<file path="src/rtl/axi_frame_tagger_if.sv">
// AXI-Stream bundle used on both sides of axi_frame_tagger.
// tuser exists only when AXI_FRAME_TAGGER_FRAME_CNT_EN is defined.
interface axi_frame_tagger_if #(
    parameter int DATA_WIDTH = 32,
    parameter int CNT_WIDTH  = 16
);
    logic                  tvalid;
    logic                  tready;
    logic [DATA_WIDTH-1:0] tdata;
    logic                  tlast;
`ifdef AXI_FRAME_TAGGER_FRAME_CNT_EN
    logic [CNT_WIDTH-1:0]  tuser;

    modport master (output tvalid, output tdata, output tlast, output tuser, input tready);
`else
    modport master (output tvalid, output tdata, output tlast, input tready);
`endif
    // The input side carries a raw sample stream, so tlast/tuser are not consumed.
    modport slave  (input tvalid, input tdata, output tready);
endinterface

</file>
<file path="src/rtl/axi_frame_tagger.sv">
// Frame tagger: marks tlast every active_len accepted samples behind a registered
// output stage with a 2-entry skid buffer. Frame index on tuser with AXI_FRAME_TAGGER_FRAME_CNT_EN.
module axi_frame_tagger #(
    parameter int DATA_WIDTH = 32,
    parameter int LEN_WIDTH  = 11,
    parameter int CNT_WIDTH  = 16
) (
    input  logic                 clk,
    input  logic                 sync_reset,
    input  logic [LEN_WIDTH-1:0] frame_len,
    axi_frame_tagger_if.slave    s_axis,
    axi_frame_tagger_if.master   m_axis
);
    localparam int LW1 = LEN_WIDTH + 1;

    typedef struct packed {
        logic [DATA_WIDTH-1:0] data;
        logic                  last;
`ifdef AXI_FRAME_TAGGER_FRAME_CNT_EN
        logic [CNT_WIDTH-1:0]  idx;
`endif
    } entry_t;

    entry_t               out_q, out_d;
    logic                 out_valid_q, out_valid_d;
    entry_t               skid_q [2];
    entry_t               skid_d [2];
    logic [1:0]           occ_q, occ_d;
    logic                 s_ready_q, s_ready_d;
    logic [LEN_WIDTH-1:0] cnt_q, cnt_d;
    logic [LEN_WIDTH-1:0] len_q, len_d;
`ifdef AXI_FRAME_TAGGER_FRAME_CNT_EN
    logic [CNT_WIDTH-1:0] fidx_q, fidx_d;
`endif

    logic                 accept;
    logic                 out_load;
    logic                 tag_last;
    logic                 pop;
    logic                 push;
    logic [1:0]           wr_pos;
    logic [LW1-1:0]       len_ext;
    entry_t               in_ent;

    always_comb begin
        accept   = s_axis.tvalid & s_ready_q;
        // Length 0 stands for 2^LEN_WIDTH, hence the one-bit-wider compare.
        len_ext  = (len_q == '0) ? (LW1'(1) << LEN_WIDTH) : {1'b0, len_q};
        tag_last = ({1'b0, cnt_q} == (len_ext - LW1'(1)));

        in_ent.data = s_axis.tdata;
        in_ent.last = tag_last;
`ifdef AXI_FRAME_TAGGER_FRAME_CNT_EN
        in_ent.idx  = fidx_q;
        fidx_d      = fidx_q;
`endif
        cnt_d = cnt_q;
        len_d = len_q;
        if (accept) begin
            if (tag_last) begin
                cnt_d = '0;
                len_d = frame_len;
`ifdef AXI_FRAME_TAGGER_FRAME_CNT_EN
                fidx_d = fidx_q + CNT_WIDTH'(1);
`endif
            end else begin
                cnt_d = cnt_q + LEN_WIDTH'(1);
            end
        end

        out_load = ~out_valid_q | m_axis.tready;
        pop      = out_load & (occ_q != 2'd0);
        push     = accept & ~(out_load & (occ_q == 2'd0));

        out_d       = out_q;
        out_valid_d = out_valid_q;
        if (out_load) begin
            if (pop) begin
                out_d       = skid_q[0];
                out_valid_d = 1'b1;
            end else if (accept) begin
                out_d       = in_ent;
                out_valid_d = 1'b1;
            end else begin
                out_valid_d = 1'b0;
            end
        end

        skid_d[0] = skid_q[0];
        skid_d[1] = skid_q[1];
        if (pop) begin
            skid_d[0] = skid_q[1];
        end
        // Tail slot is computed after the pop so a same-cycle pop+push keeps FIFO order.
        wr_pos = occ_q - {1'b0, pop};
        if (push) begin
            if (wr_pos == 2'd0) begin
                skid_d[0] = in_ent;
            end else begin
                skid_d[1] = in_ent;
            end
        end

        occ_d     = occ_q - {1'b0, pop} + {1'b0, push};
        s_ready_d = (occ_d < 2'd2);
    end

    always_ff @(posedge clk) begin
        if (sync_reset) begin
            out_q       <= '0;
            out_valid_q <= 1'b0;
            skid_q[0]   <= '0;
            skid_q[1]   <= '0;
            occ_q       <= 2'd0;
            s_ready_q   <= 1'b0;
            cnt_q       <= '0;
            len_q       <= frame_len;
`ifdef AXI_FRAME_TAGGER_FRAME_CNT_EN
            fidx_q      <= '0;
`endif
        end else begin
            out_q       <= out_d;
            out_valid_q <= out_valid_d;
            skid_q[0]   <= skid_d[0];
            skid_q[1]   <= skid_d[1];
            occ_q       <= occ_d;
            s_ready_q   <= s_ready_d;
            cnt_q       <= cnt_d;
            len_q       <= len_d;
`ifdef AXI_FRAME_TAGGER_FRAME_CNT_EN
            fidx_q      <= fidx_d;
`endif
        end
    end

    assign s_axis.tready = s_ready_q;
    assign m_axis.tvalid = out_valid_q;
    assign m_axis.tdata  = out_q.data;
    assign m_axis.tlast  = out_q.last;
`ifdef AXI_FRAME_TAGGER_FRAME_CNT_EN
    assign m_axis.tuser  = out_q.idx;
`endif

endmodule

</file>
<file path="src/flat_wrapper.sv">
// flat-port wrapper written by rule: the top's interface ports become plain ports
module axi_frame_tagger_flat 
#(
    parameter int DATA_WIDTH = 32,
    parameter int LEN_WIDTH  = 11,
    parameter int CNT_WIDTH  = 16
)
  (clk, sync_reset, frame_len, s_axis_tvalid, s_axis_tdata, s_axis_tready, m_axis_tvalid, m_axis_tdata, m_axis_tlast, m_axis_tready);
  axi_frame_tagger_if #(.DATA_WIDTH(DATA_WIDTH), .CNT_WIDTH(CNT_WIDTH)) s_axis_i ();
  axi_frame_tagger_if #(.DATA_WIDTH(DATA_WIDTH), .CNT_WIDTH(CNT_WIDTH)) m_axis_i ();
  input  logic clk;
  input  logic sync_reset;
  input  logic [LEN_WIDTH-1:0] frame_len;
  input wire logic [$bits(s_axis_i.tvalid)-1:0] s_axis_tvalid;
  input wire logic [$bits(s_axis_i.tdata)-1:0] s_axis_tdata;
  output wire logic [$bits(s_axis_i.tready)-1:0] s_axis_tready;
  output wire logic [$bits(m_axis_i.tvalid)-1:0] m_axis_tvalid;
  output wire logic [$bits(m_axis_i.tdata)-1:0] m_axis_tdata;
  output wire logic [$bits(m_axis_i.tlast)-1:0] m_axis_tlast;
  input wire logic [$bits(m_axis_i.tready)-1:0] m_axis_tready;
  assign s_axis_i.tvalid = s_axis_tvalid;
  assign s_axis_i.tdata = s_axis_tdata;
  assign s_axis_tready = s_axis_i.tready;
  assign m_axis_tvalid = m_axis_i.tvalid;
  assign m_axis_tdata = m_axis_i.tdata;
  assign m_axis_tlast = m_axis_i.tlast;
  assign m_axis_i.tready = m_axis_tready;
  axi_frame_tagger #(.DATA_WIDTH(DATA_WIDTH), .LEN_WIDTH(LEN_WIDTH), .CNT_WIDTH(CNT_WIDTH)) u_core (.clk(clk), .sync_reset(sync_reset), .frame_len(frame_len), .s_axis(s_axis_i), .m_axis(m_axis_i));
endmodule
</file>
<file path="config.mk">
export PLATFORM = sky130hd
export DESIGN_NAME = axi_frame_tagger_flat
export DESIGN_NICKNAME = d
export VERILOG_FILES = /design/src/rtl/axi_frame_tagger_if.sv /design/src/rtl/axi_frame_tagger.sv /design/src/flat_wrapper.sv
export SDC_FILE = /design/constraint.sdc
export NUM_CORES = 1
export LEC_CHECK = 0
export CAP_MARGIN = 20
export CORE_ASPECT_RATIO = 1.1
export CORE_UTILIZATION = 44
export DETAILED_ROUTE_END_ITERATION = 10
export PLACE_DENSITY = 0.67
export SYNTH_ARGS = -nofsm -noshare
export SYNTH_HDL_FRONTEND = slang
export SYNTH_SLANG_ARGS = --single-unit
</file>
<file path="constraint.sdc">
create_clock -name clk -period 6.8 [get_ports clk]
set_clock_uncertainty 0.15 [all_clocks]
set_input_delay 1.02 -clock clk [delete_from_list [all_inputs] [get_ports clk]]
set_output_delay 1.02 -clock clk [all_outputs]
set_load 0.01 [all_outputs]
</file>
==> summary.md <==
| Metric | Value |
|---|---|
| Status | complete, no violations |
| Net count reported at finish | between 700 and 800 |
| Number of distinct standard cells referenced by the synthesized netlist | 48 |
| Standard-cell row count | 42 |
| Total number of H-tree levels | 4 |
| R2R Path End | u_core.len_q[1]$_DFFE_PP_ |
| Detailed Route WL | 12.1 mm |
| Unrepaired setup endpoints after global routing | no |
| Antenna fix cells | 0 |
| Count of warnings emitted by yosys | 0 |
| Global-route total usage across every layer | between 10% and 20% |
| # setup viols final | 0 |
| Synthesized net count | 649 |
| Critical Path Sink Type | register |
| Height of the chip | ~120 µm |
| Leading register cell type out of synthesis | dfxtp_1 |
| Hold Path End | u_core.skid_q[0][40]$_SDFFE_PP0P_ |
| Area used by multi-input combinational logic | between 2000 and 3000 µm² |
| Pin count of the biggest net entering global routing | 91 |
| 1st-pass router iterations | 5 |
| Worst R2R Setup Slack | roughly 3.4 ns |
| Path class of the lowest-slack min-delay path | reg2reg |
| Top-level port count | between 80 and 90 |
| Post-synthesis cell type with the largest combined area | dfxtp_1 |
| TritonCTS clock tree | done |
| Number of synthesized register bits | between 100 and 150 |
| Clk slew on worst S/H paths | roughly 0.05 ns |
| Initial cell density of the core | 45.3% |
| Skew-Pair Late Insertion Delay | ~0.4 ns |
| Half-perimeter wire length after detailed placement | around 7.5 mm |
| X dimension of the die | ~110 µm |
| Total count of max-transition violations in the final report | 0 |
| Clock net sink count | approximately 130 |
| Tightest Pin Transition | between 1 and 1.5 ns |
| Post-cts resize count | 0 |
| Area of all sequential standard cells | between 2000 and 3000 µm² |
| Placer's final routability congestion estimate | between 0.8 and 0.9 |
| CTS Root Cell | clkbuf_16 |
| Setup Total Neg Slack | 0 ns |
| Maximum vdd drop | between 0.15 and 0.2 mV |
| Routed Antenna Nets | 0 |
| Type of the setup path with the least slack | reg2reg |
| Area of the mapped netlist | between 5000 and 6000 µm² |
| Portion of the post-synthesis area used by sequential elements | between 40 and 50% |
| Arrival time reported for the critical path endpoint | 3.33 ns |
| Average instance area after synthesis | a little over 9 µm² |
| Detailed router's first-iteration violation count | 248 |
| Number of instances in the synthesized netlist | around 600 |
| Final Hold Violating Endpoints | 0 |
| Post-route DRC violation count | 0 |
| Global-route wire length before repair | 20.1 mm |
| EDFF count, synth | 11 |
| Largest cells by area after synthesis | dfxtp_1 (42%), mux2i_1 (12%), a211oi_1 (8.9%), edfxtp_1 (6.0%), nor2_1 (6.0%) |
| Overall die area | about 13000 µm² |
| Leakage Power | ~2.5 nW |
| Avg WL per Cell | between 10 and 15 µm |
| Async SR Flop Fraction | 0% |
| Startpoint of the tightest hold check path | u_core.skid_q[0][40]$_SDFFE_PP0P_ |
| Min cycle time layout | approximately 3.4 ns |
| Logic depth of the worst register-to-register path | 8 |
| Worst-path fanout max | 19 |
| Fin Hold WS | just over 0.3 ns |
| Startpoint class of the critical path | register |
| Antenna violations before repair | 0 |
| Depth of the worst hold-timing path | 2 |
| Power density of the placed cells | 409 nW/µm² |
| Area fraction of the dominant cell type after synthesis | 41.7% |
| Hold_buf cts | 0 |
| Max cap viols | 0 |
| GRT overflow | 0 |
| Core region area | approximately 12000 µm² |
| Routed vias | 4479 |
| Instance area after placement | 6340 µm² |
| Fraction of the cycle the final worst path needs | 50.7% |
| FF-to-FF Start | u_core.len_q[0]$_DFFE_PP_ |
| Post-CTS Setup Repair Bufs | 0 |
| Worst endpoint required time | roughly 6.7 ns |
| Max-slew headroom at the worst pin | a little over a quarter |
| Vias in the first global route | between 4k and 5k |
| Per-cell via count in the routed design | 5.44 |
| Final design instance area without fill | 6930 µm² |
| Total CTS buffers | 17 |
| Growth of design area from synthesis to finish | 26.4% |
| Number of inserted filler cells in the final layout | roughly 1.1k |
| Fraction of final layout cells sized beyond drive strength 1 | roughly 7% |
| Max Root-Sink Buffers | 2 |
| Port buffer count | between 80 and 90 |
| Max Fclk | 290 MHz |
## worst max path at each step
stage | startpoint | endpoint | slack (ns) | cells past startpoint
global route | u_core.len_q[0]$_DFFE_PP_ | u_core.len_q[5]$_DFFE_PP_ | 3.09 | 8
floorplan | m_axis_tready | u_core.skid_q[0][15]$_SDFF_PP0_ | 3.21 | 11
finish | u_core.len_q[0]$_DFFE_PP_ | u_core.len_q[1]$_DFFE_PP_ | 3.35 | 8
CTS | u_core.len_q[2]$_DFFE_PP_ | u_core.len_q[8]$_DFFE_PP_ | 3.37 | 6
detailed placement | m_axis_tready | u_core.skid_q[0][16]$_SDFF_PP0_ | 3.23 | 9
global placement | s_axis_tvalid | u_core.m_axis.tdata[4]$_SDFFE_PP0P_ | 3.35 | 6
## per-layer routing
| layer | vias up | global-route usage, % | wire (µm) |
|---|---|---|---|
| met5 | - | 0 | 0 |
| met1 | 2123 | 24.4 | 5770 |
| met4 | 0 | 6.93 | 120 |
| li1 | 2242 | - | - |
| met3 | 10 | 5.31 | 485 |
| met2 | 104 | 32.4 | 5730 |
## through the flow
stage	total power, mW	setup slack, ns	util [%]	cells
after detailed placement	1.97	3.23	52.5	791
after floorplan	1.60	3.21	-	597
after global routing	2.99	3.09	57.3	823
after CTS	2.86	3.37	57.3	823
after global placement	1.95	3.35	52.5	791
final	2.83	3.35	57.3	823
## final cells by class
type,instances,share of cell area (%)
Tap cell,154,2.78
Sequential cell,125,37.7
Inverter,7,0.379
Clock buffer,27,7.71
Multi-Input combinational cell,418,38.3
Clock inverter,5,0.759
Timing Repair Buffer,87,12.3
## synth_stat cells, types with 2 or more instances
cell / number
edfxtp_1: 11
buf_6: 3
buf_2: 2
a31oi_1: 5
nand2_1: 76
or4b_1: 2
o21ai_0: 5
dfxtp_1: 114
and4_1: 2
or2_2: 2
mux2i_1: 65
and2_1: 2
o31ai_1: 3
xnor2_1: 8
clkbuf_1: 28
ha_1: 5
a21oi_1: 38
o211ai_1: 2
or3_1: 2
nand3_1: 3
nand3b_1: 2
inv_1: 7
a211oi_1: 65
xor2_1: 12
or3_2: 2
nand4_1: 7
buf_1: 12
nor2_1: 87
nor2b_1: 3
nor3_1: 4
## worst max-delay path: stages, from the launching register on
cell and delay [ns]:
edfxtp_1 0.43, inv_1 0.13, ha_1 0.16, or4b_1 0.52
or3_1 0.37, o311ai_0 0.11, nand4_1 0.19, nor4_4 0.35
a21o_1 0.66
## flip-flops by register name, summed over array words and instances, names as in the netlist
name / cells
u_core.occ_q: 2
u_core.m_axis.tvalid: 1
u_core.m_axis.tdata: 32
u_core.len_q: 11
u_core.skid_q: 66
u_core.s_axis.tready: 1
u_core.cnt_q: 11
u_core.m_axis.tlast: 1
## cell families (layout without fill, tap and decap cells)
kind of cell               after synthesis  in the layout  synth area share, %
DFF                                    125            125                 47.7
adders and majority gates                5              5                 1.14
and+or+nand+nor                        202            202                 16.4
muxes                                   65             65                 11.9
buffers and inverters                   54            126                 4.29
AOI/OAI and AO/OA                      126            126                 15.4
xor gates and xnor gates                20             20                 3.20
## report_power, final
group / internal, mW / switching [mW] / total [mW]
Clock: 0.572 / 0.305 / 0.877
Sequential: 0.918 / 0.0991 / 1.02
Combinational: 0.455 / 0.481 / 0.936
Total: 1.94 / 0.886 / 2.83
## cell usage in the layout (no fill, tap or decap), types with 7 or more instances in the layout
| cell | instances |
|---|---|
| nand4_1 | 7 |
| inv_1 | 7 |
| nor2_1 | 86 |
| a21oi_1 | 37 |
| edfxtp_1 | 11 |
| xor2_1 | 12 |
| clkdlybuf4s50_1 | 80 |
| nand2_1 | 76 |
| dfxtp_1 | 114 |
| buf_4 | 7 |
| clkbuf_16 | 18 |
| xnor2_1 | 8 |
| mux2i_1 | 65 |
| a211oi_1 | 65 |
Power figures use the tool's default switching activity.
